$ cat src/rtl/matrix_pkg.sv
// Shared encodings for the matrix scalar-op printer: op codes, ASCII separators,
// controller state encoding and the default matrix dimension.
package matrix_pkg;

    localparam int MAX_DIM_DEF = 5;

    localparam logic [1:0] OP_MUL = 2'b00;
    localparam logic [1:0] OP_ADD = 2'b01;
    localparam logic [1:0] OP_SUB = 2'b10;

    localparam logic [7:0] CHAR_SP = 8'h20;
    localparam logic [7:0] CHAR_LF = 8'h0A;

    typedef enum logic [2:0] {
        S_IDLE,
        S_CHECK,
        S_HDR,
        S_HWAIT,
        S_PREP,
        S_WAIT,
        S_NEXT,
        S_FINISH
    } state_t;

endpackage

$ cat src/rtl/matrix_elem_alu.sv
// Combinational element/scalar operation unit: multiply, add, or subtract
// clamped at zero, all zero-extended to the result width.
module matrix_elem_alu
    import matrix_pkg::*;
#(
    parameter int ELEM_WIDTH   = 8,
    parameter int SCALAR_WIDTH = 4,
    parameter int RES_WIDTH    = 16
) (
    input  logic [1:0]              op,
    input  logic [ELEM_WIDTH-1:0]   elem,
    input  logic [SCALAR_WIDTH-1:0] scalar,
    output logic [RES_WIDTH-1:0]    res
);

    function automatic logic [RES_WIDTH-1:0] sat_sub(input logic [RES_WIDTH-1:0] a,
                                                     input logic [RES_WIDTH-1:0] b);
        return (a >= b) ? (a - b) : '0;
    endfunction

    logic [RES_WIDTH-1:0] elem_ext;
    logic [RES_WIDTH-1:0] scalar_ext;

    assign elem_ext   = RES_WIDTH'(elem);
    assign scalar_ext = RES_WIDTH'(scalar);

    always_comb begin
        res = '0;
        case (op)
            OP_MUL:  res = elem_ext * scalar_ext;
            OP_ADD:  res = elem_ext + scalar_ext;
            OP_SUB:  res = sat_sub(elem_ext, scalar_ext);
            default: res = '0;
        endcase
    end

endmodule

$ cat src/rtl/value_ascii_tx.sv
// Prints one unsigned value as decimal ASCII (no leading zeros) followed by a
// tail character, one byte per UART strobe; pulses done after the tail byte.
module value_ascii_tx #(
    parameter int VALUE_WIDTH = 16
) (
    input  logic                   clk,
    input  logic                   rst_n,
    input  logic                   launch,
    input  logic [VALUE_WIDTH-1:0] value,
    input  logic [7:0]             tail_char,
    input  logic                   tx_busy,
    output logic                   tx_start,
    output logic [7:0]             tx_data,
    output logic                   done
);

    // Enough decimal digits for 2^VALUE_WIDTH-1 (log10(2) ~ 0.302).
    localparam int DIGITS = (VALUE_WIDTH * 302) / 1000 + 1;
    localparam int CNT_W  = $clog2(DIGITS + 1);
    localparam logic [VALUE_WIDTH-1:0] TEN = VALUE_WIDTH'(10);

    typedef enum logic [2:0] {P_IDLE, P_CONV, P_SEND, P_GAP, P_DRAIN} pstate_t;

    pstate_t                pstate;
    logic [VALUE_WIDTH-1:0] work;
    logic [7:0]             tail;
    logic [CNT_W-1:0]       cnt;
    logic                   last;
    logic [3:0]             digs [DIGITS];

    always_ff @(posedge clk) begin
        if (pstate == P_CONV) digs[cnt] <= 4'(work % TEN);
    end

    always_ff @(posedge clk or negedge rst_n) begin
        if (!rst_n) begin
            pstate   <= P_IDLE;
            work     <= '0;
            tail     <= 8'h20;
            cnt      <= '0;
            last     <= 1'b0;
            tx_start <= 1'b0;
            tx_data  <= 8'h00;
            done     <= 1'b0;
        end else begin
            tx_start <= 1'b0;
            done     <= 1'b0;
            case (pstate)
                P_IDLE: if (launch) begin
                    work   <= value;
                    tail   <= tail_char;
                    cnt    <= '0;
                    pstate <= P_CONV;
                end
                // Digits are collected least-significant first, sent in reverse.
                P_CONV: begin
                    work <= work / TEN;
                    cnt  <= cnt + 1'b1;
                    if (work < TEN) pstate <= P_SEND;
                end
                P_SEND: if (!tx_busy) begin
                    tx_start <= 1'b1;
                    if (cnt == '0) begin
                        tx_data <= tail;
                        last    <= 1'b1;
                    end else begin
                        tx_data <= 8'h30 + {4'd0, digs[cnt - 1'b1]};
                        cnt     <= cnt - 1'b1;
                    end
                    pstate <= P_GAP;
                end
                // One idle cycle lets the UART raise busy before we sample it.
                P_GAP: pstate <= P_DRAIN;
                P_DRAIN: if (!tx_busy) begin
                    if (last) begin
                        last   <= 1'b0;
                        done   <= 1'b1;
                        pstate <= P_IDLE;
                    end else begin
                        pstate <= P_SEND;
                    end
                end
                default: pstate <= P_IDLE;
            endcase
        end
    end

endmodule

$ cat src/rtl/matrix_scalar_op_tx.sv
// Applies mul/add/sub-saturate of a scalar to each matrix element and prints the
// results row-major or transposed. Optional "rows cols" header: MATRIX_OP_HEADER_EN.
module matrix_scalar_op_tx
    import matrix_pkg::*;
#(
    parameter int ELEM_WIDTH   = 8,
    parameter int MAX_DIM      = MAX_DIM_DEF,
    parameter int SCALAR_WIDTH = 4,
    parameter int RES_WIDTH    = 16
) (
    input  logic                                  clk,
    input  logic                                  rst_n,
    input  logic                                  start,
    input  logic                                  abort,
    input  logic [1:0]                            op,
    input  logic                                  transpose,
    input  logic [3:0]                            m,
    input  logic [3:0]                            n,
    input  logic [SCALAR_WIDTH-1:0]               scalar,
    input  logic [ELEM_WIDTH*MAX_DIM*MAX_DIM-1:0] in_matrix,
    input  logic                                  tx_busy,
    output logic                                  tx_start,
    output logic [7:0]                            tx_data,
    output logic                                  busy,
    output logic                                  done,
    output logic                                  err
);

    state_t                  state;
    logic [1:0]              op_q;
    logic                    tr_q;
    logic [3:0]              m_q;
    logic [3:0]              n_q;
    logic [SCALAR_WIDTH-1:0] scalar_q;
    logic [3:0]              outer;
    logic [3:0]              inner;
    logic [RES_WIDTH-1:0]    value_buf;
    logic [7:0]              tail_char;
    logic                    launch;
    logic                    abort_q;
    logic                    prn_done;
`ifdef MATRIX_OP_HEADER_EN
    logic                    hdr_second;
`endif

    logic [8:0]              idx;
    logic [ELEM_WIDTH-1:0]   elem;
    logic [RES_WIDTH-1:0]    alu_res;
    logic [3:0]              line_len;
    logic [3:0]              num_lines;
    logic                    last_in_line;
    logic                    last_line;
    logic                    bad_cfg;

    // Transposed output walks columns: a line is one column of m values.
    assign line_len     = tr_q ? m_q : n_q;
    assign num_lines    = tr_q ? n_q : m_q;
    assign last_in_line = (inner == line_len - 4'd1);
    assign last_line    = (outer == num_lines - 4'd1);
    assign bad_cfg      = (m_q == 4'd0) || (n_q == 4'd0) || (m_q > 4'(MAX_DIM)) ||
                          (n_q > 4'(MAX_DIM)) || (op_q == 2'b11);

    always_comb begin
        if (tr_q) idx = {5'd0, inner} * {5'd0, n_q} + {5'd0, outer};
        else      idx = {5'd0, outer} * {5'd0, n_q} + {5'd0, inner};
    end

    always_comb begin
        elem = '0;
        for (int k = 0; k < MAX_DIM * MAX_DIM; k++) begin
            if (idx == 9'(k)) elem = in_matrix[k*ELEM_WIDTH +: ELEM_WIDTH];
        end
    end

    matrix_elem_alu #(
        .ELEM_WIDTH  (ELEM_WIDTH),
        .SCALAR_WIDTH(SCALAR_WIDTH),
        .RES_WIDTH   (RES_WIDTH)
    ) u_alu (
        .op    (op_q),
        .elem  (elem),
        .scalar(scalar_q),
        .res   (alu_res)
    );

    value_ascii_tx #(
        .VALUE_WIDTH(RES_WIDTH)
    ) u_printer (
        .clk      (clk),
        .rst_n    (rst_n),
        .launch   (launch),
        .value    (value_buf),
        .tail_char(tail_char),
        .tx_busy  (tx_busy),
        .tx_start (tx_start),
        .tx_data  (tx_data),
        .done     (prn_done)
    );

    always_ff @(posedge clk or negedge rst_n) begin
        if (!rst_n) begin
            state     <= S_IDLE;
            busy      <= 1'b0;
            done      <= 1'b0;
            err       <= 1'b0;
            launch    <= 1'b0;
            abort_q   <= 1'b0;
            op_q      <= 2'b00;
            tr_q      <= 1'b0;
            m_q       <= 4'd0;
            n_q       <= 4'd0;
            scalar_q  <= '0;
            outer     <= 4'd0;
            inner     <= 4'd0;
            value_buf <= '0;
            tail_char <= CHAR_SP;
`ifdef MATRIX_OP_HEADER_EN
            hdr_second <= 1'b0;
`endif
        end else begin
            done   <= 1'b0;
            err    <= 1'b0;
            launch <= 1'b0;
            case (state)
                S_IDLE: if (start) begin
                    op_q     <= op;
                    tr_q     <= transpose;
                    m_q      <= m;
                    n_q      <= n;
                    scalar_q <= scalar;
                    abort_q  <= 1'b0;
                    busy     <= 1'b1;
                    state    <= S_CHECK;
                end
                S_CHECK: begin
                    if (abort) begin
                        busy  <= 1'b0;
                        state <= S_IDLE;
                    end else if (bad_cfg) begin
                        err   <= 1'b1;
                        busy  <= 1'b0;
                        state <= S_IDLE;
                    end else begin
                        outer <= 4'd0;
                        inner <= 4'd0;
`ifdef MATRIX_OP_HEADER_EN
                        hdr_second <= 1'b0;
                        state      <= S_HDR;
`else
                        state      <= S_PREP;
`endif
                    end
                end
`ifdef MATRIX_OP_HEADER_EN
                S_HDR: begin
                    if (abort) begin
                        busy  <= 1'b0;
                        state <= S_IDLE;
                    end else begin
                        value_buf <= RES_WIDTH'(hdr_second ? line_len : num_lines);
                        tail_char <= hdr_second ? CHAR_LF : CHAR_SP;
                        launch    <= 1'b1;
                        state     <= S_HWAIT;
                    end
                end
                S_HWAIT: begin
                    if (abort) abort_q <= 1'b1;
                    if (prn_done) begin
                        if (abort || abort_q) begin
                            busy    <= 1'b0;
                            abort_q <= 1'b0;
                            state   <= S_IDLE;
                        end else if (hdr_second) begin
                            state <= S_PREP;
                        end else begin
                            hdr_second <= 1'b1;
                            state      <= S_HDR;
                        end
                    end
                end
`endif
                S_PREP: begin
                    if (abort) begin
                        busy  <= 1'b0;
                        state <= S_IDLE;
                    end else begin
                        value_buf <= alu_res;
                        tail_char <= last_in_line ? CHAR_LF : CHAR_SP;
                        launch    <= 1'b1;
                        state     <= S_WAIT;
                    end
                end
                // An abort here is remembered so the number in flight finishes intact.
                S_WAIT: begin
                    if (abort) abort_q <= 1'b1;
                    if (prn_done) begin
                        if (abort || abort_q) begin
                            busy    <= 1'b0;
                            abort_q <= 1'b0;
                            state   <= S_IDLE;
                        end else begin
                            state <= S_NEXT;
                        end
                    end
                end
                S_NEXT: begin
                    if (abort) begin
                        busy  <= 1'b0;
                        state <= S_IDLE;
                    end else if (last_in_line) begin
                        inner <= 4'd0;
                        if (last_line) begin
                            state <= S_FINISH;
                        end else begin
                            outer <= outer + 4'd1;
                            state <= S_PREP;
                        end
                    end else begin
                        inner <= inner + 4'd1;
                        state <= S_PREP;
                    end
                end
                S_FINISH: begin
                    busy  <= 1'b0;
                    done  <= !abort;
                    state <= S_IDLE;
                end
                default: state <= S_IDLE;
            endcase
        end
    end

endmodule
$ cat config.mk
export PLATFORM = sky130hd
export DESIGN_NAME = matrix_scalar_op_tx
export DESIGN_NICKNAME = d
export VERILOG_FILES = /design/src/rtl/matrix_pkg.sv /design/src/rtl/matrix_elem_alu.sv /design/src/rtl/value_ascii_tx.sv /design/src/rtl/matrix_scalar_op_tx.sv
export SDC_FILE = /design/constraint.sdc
export NUM_CORES = 1
export LEC_CHECK = 0
export ABC_AREA = 1
export ABC_CLOCK_PERIOD_IN_PS = 12100
export CORE_ASPECT_RATIO = 1.2
export CORE_UTILIZATION = 53
export CTS_CLUSTER_DIAMETER = 60
export DETAILED_ROUTE_END_ITERATION = 7
export PLACE_DENSITY = 0.82
export SYNTH_ARGS = -nofsm -noshare
export SYNTH_HDL_FRONTEND = slang
export SYNTH_SLANG_ARGS = --single-unit
$ cat constraint.sdc
create_clock -name clk -period 12.1 [get_ports clk]
set_clock_uncertainty 0.05 [all_clocks]
set_input_delay 2.42 -clock clk [delete_from_list [all_inputs] [get_ports clk]]
set_output_delay 2.42 -clock clk [all_outputs]
set_load 0.02 [all_outputs]
==> qor.yml, run 1 <==
status:
  outcome: "complete, no violations"
logic_synthesis:
  synth_edf_count: 20
  syn_area_per_cell_um2: 6.19
  yosys_warnings: 0
  ys_types: 53
  synth_cells: 1788
  yosysSeqAreaShare_pct: 22.9
  syn_area_um2: 11100
  async_flop_share_pct: 79.4
  ys_ff_latch: 97
  synth_ff_type: "dfrtp_1"
detailed_routing:
  ant_nets: 0
  drc: 0
  avgViaCountPerCell: 5.58
  routed_wl_um: 39300
  wl_per_cell_um: 17.3
  vias: 12700
  drtPass1Iterations: 6
  drt_iter0_drc: 957
power:
  switching_share_pct: 21.0
  pwr_density_cell_nw_per_um2: 53.9
  pwr-share-comb_pct: 12.6
  ir_drop_mv: 0.0875
  leakage_uw: 0.00712
  clock_power_share_pct: 42.7
  power_switching_uw: 158
  internal_power_uw: 593
  seqPwrFrac_pct: 44.8
finish:
  fillCellCount: 1700
  multi_input_area_um2: 7180
  fin_nets: 2318
  drive_gt1_share_pct: 4.94
  area_growth_pct: 25.8
  final_util_pct: 68.5
  seqCellArea_um2: 2530
floorplanning:
  die_h_um: 160
  start_util_pct: 54.4
  core-area_um2: 20300
  die_area_um2: 21500
  rows: 57
  num_io_pins: 232
  die_x_um: 134
global_route:
  grt_max_degree: 78
  grt_util_all_layers_pct: 36.4
  grt_pass1_wl_um: 60700
  antenna_found_initial: 0
  gr-total-overflow: 0
  grt_pass1_vias: 12300
clocking:
  clk_latency_ps: 350
  cts_buffers: 9
  clkSlewWorstSetupHoldPaths_ps: 70
  htreeDepth: 3
  clk_path_buf_depth: 2
  cts.sinks: 97
  cts_hold_buffers: 0
  cts_resized: 0
  post-cts-setup-buffer-count: 0
  cts_root_buf: "clkbuf_16"
  cts_tree: "done"
sta:
  fin_crit_sh_pct: 86.2
  tns_ps: 0
  setup_viol: 0
  grt_setup_unrepaired: "false"
  maxSlewHeadroom_pct: 32.8
  fin_ws_ps: 1670
  final-max-slew-violation-count: 0
  period_needed_ps: 10430
  tightest_slew_ps: 1010
  hold_viol: 0
  max_freq_mhz: 95.9
worst_setup_path:
  critPathMaxFanout: 17
  cp_slowest_cell: "fa_1"
  max_stage_delay_ps: 600
  critPathBufInv: 9
  critPathRequiredTime_ps: 12300
  crit_top_cell: "nand2_1"
  cp-start-kind: "flop"
  cp_data_arrival_time_ps: 10620
  endpoint_kind: "flop"
  worstSetupPathType: "flop to flop"
  crit_family: "simple AND/OR/NAND/NOR gates"
place:
  dp_slack_ps: 1810
  hpwl_um: 32700
  globalplace.congestion: 1.02
  portBuffers: 229
hold_path:
  hold_path_class: "flop to flop"
job:
  drv_cap: 0
worst paths after layout:
check | startpoint | endpoint | slack [ps] | depth (start not counted)
max | n_q[3] | value_buf[11] | 1670 | 63
min | u_printer.tx_data[5] | u_printer.tx_data[5] | 430 | 2
max reg2reg | n_q[3] | value_buf[11] | 1670 | 63
min reg2reg | u_printer.tx_data[5] | u_printer.tx_data[5] | 430 | 2
max in group asynchronous | rst_n | tr_q | 9160 | 1
min in group asynchronous | rst_n | u_printer.work[8] | 2160 | 1
routing by layer:
| metal | up-vias | GRT usage, % | share of wire (%) | wire, um |
|---|---|---|---|---|
| met3 | 131 | 3.78 | 6.9 | 2730 |
| met2 | 678 | 65.1 | 50 | 19600 |
| met5 | - | 0 | 0 | 0 |
| met1 | 5738 | 42.5 | 39 | 15100 |
| met4 | 0 | 18.6 | 4.6 | 1800 |
| li1 | 6127 | - | - | - |
logic make-up (layout without fill, tap and decap cells):
| group | after synthesis | after routing | synth area share (%) |
|---|---|---|---|
| buffers and inverters | 359 | 575 | 12.3 |
| xor gates and xnor gates | 19 | 19 | 1.50 |
| adders and majority gates | 98 | 98 | 13.0 |
| and+or+nand+nor | 988 | 988 | 38.6 |
| DFF | 97 | 97 | 22.9 |
| other | 1 | 3 | 0.0339 |
| AOI/OAI and AO/OA | 226 | 226 | 11.7 |
final cells by class:
type,instances,share of cell area [%]
multi-input cells,1333,51.6
flip-flops and latches,97,18.2
repair buffers,232,16.6
inverters,327,8.82
well taps,265,2.38
clock buffers,11,1.82
clock inverters,5,0.593
diodes,1,0.0180
layout by cell type (no fill, tap or decap), types with 3 or more instances in the layout:
cell type,instances
nor2_1,193
inv_1,309
buf_4,4
nor3_1,29
nand3_2,7
or2_2,19
nand2_2,26
clkinv_1,3
clkbuf_16,9
o22ai_1,12
ha_1,70
nand3_1,113
a221oi_1,7
o211ai_1,13
a21oi_1,63
o21bai_1,4
nor2_2,3
nand4_1,52
inv_2,15
xnor2_1,7
xor2_1,12
o21ai_0,95
nor4_1,13
fa_1,28
edfxtp_1,20
nand2_1,519
dfrtp_1,75
nand3b_1,6
o21ai_1,9
o31ai_1,4
clkdlybuf4s50_1,228
worst reg2reg max path, delay by kind of cell (launching register included):
| kind | cells | cell delay (ps) |
|---|---|---|
| compound gates | 11 | 1590 |
| fa+ha+maj | 7 | 3250 |
| buf+inv | 9 | 930 |
| flops | 1 | 490 |
| simple gates | 36 | 4040 |
registers in the layout, indices dropped and copies added (netlist names), 2 cells and up:
name / count
u_printer.tail: 2
u_printer.pstate: 3
scalar_q: 4
state: 3
u_printer.work: 14
value_buf: 13
u_printer.cnt: 3
u_printer.digs: 20
n_q: 4
tail_char: 2
u_printer.tx_data: 6
inner: 4
m_q: 4
op_q: 2
outer: 4
power by group through the flow:
| stage | clock (uW) | combinational [uW] | sequential (uW) |
|---|---|---|---|
| 2_1_floorplan | 0 | 5.81 | 343 |
| 3_3_place_gp | 0 | 94.6 | 342 |
| 3_5_place_dp | 0 | 93.5 | 342 |
| 4_1_cts | 320 | 94.0 | 336 |
| 5_1_grt | 327 | 98.7 | 336 |
| 6_report | 320 | 94.4 | 336 |
through the flow:
step,power [uW],cell area [um^2],instances,hold WS (ps)
after floorplan,348,11100,1789,399
after global placement,437,13600,2254,404
after detailed placement,436,13600,2254,413
after CTS,750,13900,2270,428
after global routing,762,13900,2270,444
final,751,13900,2271,425
Yosys cell counts, types with 3 or more instances:
| library cell | count | share of area [%] |
|---|---|---|
| nand2_1 | 519 | 18 |
| inv_1 | 309 | 10 |
| nor2_1 | 193 | 6.5 |
| nand3_1 | 113 | 5.1 |
| o21ai_0 | 95 | 4.3 |
| dfrtp_1 | 75 | 17 |
| ha_1 | 70 | 7.9 |
| a21oi_1 | 63 | 2.8 |
| nand4_1 | 52 | 2.9 |
| nor3_1 | 30 | 1.4 |
| fa_1 | 28 | 5.1 |
| nand2_2 | 26 | 1.5 |
| clkbuf_1 | 23 | 0.78 |
| edfxtp_1 | 20 | 5.4 |
| or2_2 | 19 | 1.1 |
| inv_2 | 15 | 0.51 |
| nor4_1 | 13 | 0.73 |
| o211ai_1 | 13 | 0.88 |
| o22ai_1 | 12 | 0.68 |
| xor2_1 | 12 | 0.95 |
| o21ai_1 | 9 | 0.41 |
| a221oi_1 | 7 | 0.55 |
| nand3_2 | 7 | 0.63 |
| xnor2_1 | 7 | 0.55 |
| nand3b_1 | 6 | 0.41 |
| buf_2 | 4 | 0.18 |
| o21bai_1 | 4 | 0.27 |
| o31ai_1 | 4 | 0.27 |
| buf_4 | 3 | 0.20 |
| clkinv_1 | 3 | 0.10 |
| nor2_2 | 3 | 0.17 |
Power figures use the tool's default switching activity.
==> run 2, diff against run 1 <==
--- a/config.mk
+++ b/config.mk
@@ -7,11 +7,13 @@
 export LEC_CHECK = 0
 export ABC_AREA = 1
 export ABC_CLOCK_PERIOD_IN_PS = 12100
+export CELL_PAD_IN_SITES_DETAIL_PLACEMENT = 1
+export CELL_PAD_IN_SITES_GLOBAL_PLACEMENT = 2
 export CORE_ASPECT_RATIO = 1.2
-export CORE_UTILIZATION = 53
+export CORE_UTILIZATION = 28
 export CTS_CLUSTER_DIAMETER = 60
 export DETAILED_ROUTE_END_ITERATION = 7
-export PLACE_DENSITY = 0.82
+export PLACE_DENSITY_LB_ADDON = 0.1
 export SYNTH_ARGS = -nofsm -noshare
 export SYNTH_HDL_FRONTEND = slang
 export SYNTH_SLANG_ARGS = --single-unit
==> qor.yml, run 2 (synthesis gave the netlist of run 1 again) <==
worst_setup_path:
  critPathRequiredTime_ps: 12290  # about the same
  crit_top_cell: "nand2_1"
  rr_startpoint: "outer[0]"
  worstSetupPathType: "flop to flop"
  cp_slowest_cell: "fa_1"
  critPathBufInv: 10  # +1
  r2r_cells: 63  # unchanged
  cp-start-kind: "flop"
  crit_family: "simple AND/OR/NAND/NOR gates"
  r2r-end: "value_buf[11]"
  critPathMaxFanout: 17  # unchanged
  cp_data_arrival_time_ps: 10550  # -70 ps
  startpoint: "outer[0]"
  endpoint_kind: "flop"
  regToRegSetupSlack_ps: 1740  # +70 ps
  max_stage_delay_ps: 600  # about the same
power:
  ir_drop_mv: 0.0523  # -40%
  leakage_uw: 0.00711  # about the same
  pwr_density_cell_nw_per_um2: 50.7  # -5.9%
detailed_routing:
  routed_wl_um: 43100  # +9.9%
  ant_nets: 0  # unchanged
  vias: 12100  # -4.9%
  avgViaCountPerCell: 4.75  # -15%
  drtPass1Iterations: 4  # -2
  drt_iter0_drc: 399  # -58%
  drc: 0  # unchanged
  wl_per_cell_um: 17.0  # -1.6%
clocking:
  cts.sinks: 97  # unchanged
  post-cts-setup-buffer-count: 0  # unchanged
  cts_buffers: 9  # unchanged
  htreeDepth: 3  # unchanged
  clk_path_buf_depth: 2  # unchanged
  cts_root_buf: "clkbuf_16"
  clk_latency_ps: 350  # about the same
  clkSlewWorstSetupHoldPaths_ps: 70  # about the same
  cts_tree: "done"
  cts_resized: 0  # unchanged
  cts_hold_buffers: 0  # unchanged
place:
  globalplace.congestion: 0.886  # -13%
  numPlacedInstances: 2518  # +12%
  dp_slack_ps: 1580  # -231 ps
  portBuffers: 229  # unchanged
  hpwl_um: 37700  # +15%
floorplanning:
  num_io_pins: 232  # unchanged
  die_x_um: 183  # +37%
  start_util_pct: 28.5  # -26 points
  rows: 79  # +39%
  die_area_um2: 40300  # +88%
  die_h_um: 220  # +37%
  core-area_um2: 38800  # +91%
global_route:
  grt_pass1_wl_um: 68900  # +13%
  grt_max_degree: 46  # -41%
  antenna_found_initial: 6  # +6
  grt_pass1_vias: 13200  # +7.3%
  grt_util_all_layers_pct: 21.8  # -15 points
  gr-total-overflow: 0  # unchanged
hold_path:
  hold_path_class: "flop to flop"
  whs_endpoint: "value_buf[4]"
  worstHoldStart: "value_buf[4]"
  holdPathStages: 2  # unchanged
sta:
  period_needed_ps: 10360  # -66.3 ps
  fin_crit_sh_pct: 85.6  # -0.55 points
  final-max-slew-violation-count: 0  # unchanged
  max_freq_mhz: 96.5  # +0.64%
  tns_ps: 0  # unchanged
  tightest_slew_ps: 1030  # +19.4 ps
  grt_setup_unrepaired: "false"
  maxSlewHeadroom_pct: 30.8  # -1.9 points
  hold_viol: 0  # unchanged
  timing.hold.ws_ps: 434  # +8.39 ps
  fin_ws_ps: 1740  # +66.3 ps
  setup_viol: 0  # unchanged
finish:
  mostFrequentLayoutCells: "nand2_1, inv_1, clkdlybuf4s50_1"
  regMostFlops: "u_printer.digs"
  largest_reg_flops: 20  # unchanged
  final_common_cell: "nand2_1"
  final_util_pct: 36.7  # -32 points
  drive_gt1_share_pct: 4.98  # +0.042 points
  area_growth_pct: 28.7
  top_regs: "u_printer.digs (20), u_printer.work (14), value_buf (13)"
  fin_nets: 2321  # +0.13%
  finalNonFillerCells: 2536  # +12%
job:
  drv_cap: 0  # unchanged
status:
  outcome: "complete, no violations"
==> run 2: changes by cell type in the layout (fill, tap and decap cells not counted), sizes merged <==
cell / before / now
diode: 1 / 2
bufinv: 2 / 0
clkbuf: 11 / 13
buf: 4 / 7
==> run 2: per-layer routing <==
layer	up-vias	GRT usage (%)	routed length, um
met5	-	0	60
met4	10	5.17	772
met2	227	44.3	23900
met1	5640	22.5	16500
met3	48	4.12	1880
li1	6128	-	-
==> run 2: final cells by class <==
class / count / area [um^2]
fillers: 4999 / 24600
multi-input cells: 1333 / 7180
flip-flops and latches: 97 / 2530
repair buffers: 235 / 2330
inverters: 327 / 1230
well taps: 526 / 658
clock buffers: 13 / 282
clock inverters: 3 / 26.3
diodes: 2 / 5.00
==> run 2: how the worst max path moves through the flow <==
stage,to,slack [ps],cells past startpoint
after floorplan,value_buf[11],3650,64
after global placement,value_buf[11],1860,63
after detailed placement,value_buf[11],1580,63
after CTS,value_buf[11],1500,63
after global routing,value_buf[11],440,63
final,value_buf[11],1740,63
==> run 2: where the power goes <==
| group | total (uW) | internal, uW | switching, uW | leakage (uW) |
|---|---|---|---|---|
| Clock | 295 | 165 | 129 | 0.000152 |
| Sequential | 336 | 335 | 1.12 | 0.00105 |
| Combinational | 91.8 | 64.7 | 27.1 | 0.00591 |
==> run 2: metrics by stage <==
stage / area [um^2] / power (uW)
6_report: 14200 / 722
5_1_grt: 14200 / 749
4_1_cts: 14200 / 734
3_5_place_dp: 13900 / 435
3_3_place_gp: 13900 / 435
2_1_floorplan: 11100 / 348
==> run 2: tightest hold or removal path, stage by stage, from the launching register on <==
cell     delay [ps]
dfrtp_1         340
nand2_1          60
nand2_1          50
==> run 3, diff against run 2 <==
--- a/config.mk
+++ b/config.mk
@@ -7,6 +7,7 @@
 export LEC_CHECK = 0
 export ABC_AREA = 1
 export ABC_CLOCK_PERIOD_IN_PS = 12100
+export CAP_MARGIN = 15
 export CELL_PAD_IN_SITES_DETAIL_PLACEMENT = 1
 export CELL_PAD_IN_SITES_GLOBAL_PLACEMENT = 2
 export CORE_ASPECT_RATIO = 1.2
==> results of run 3 <==
Final layout, timing and power as in run 2 (identical DEF).
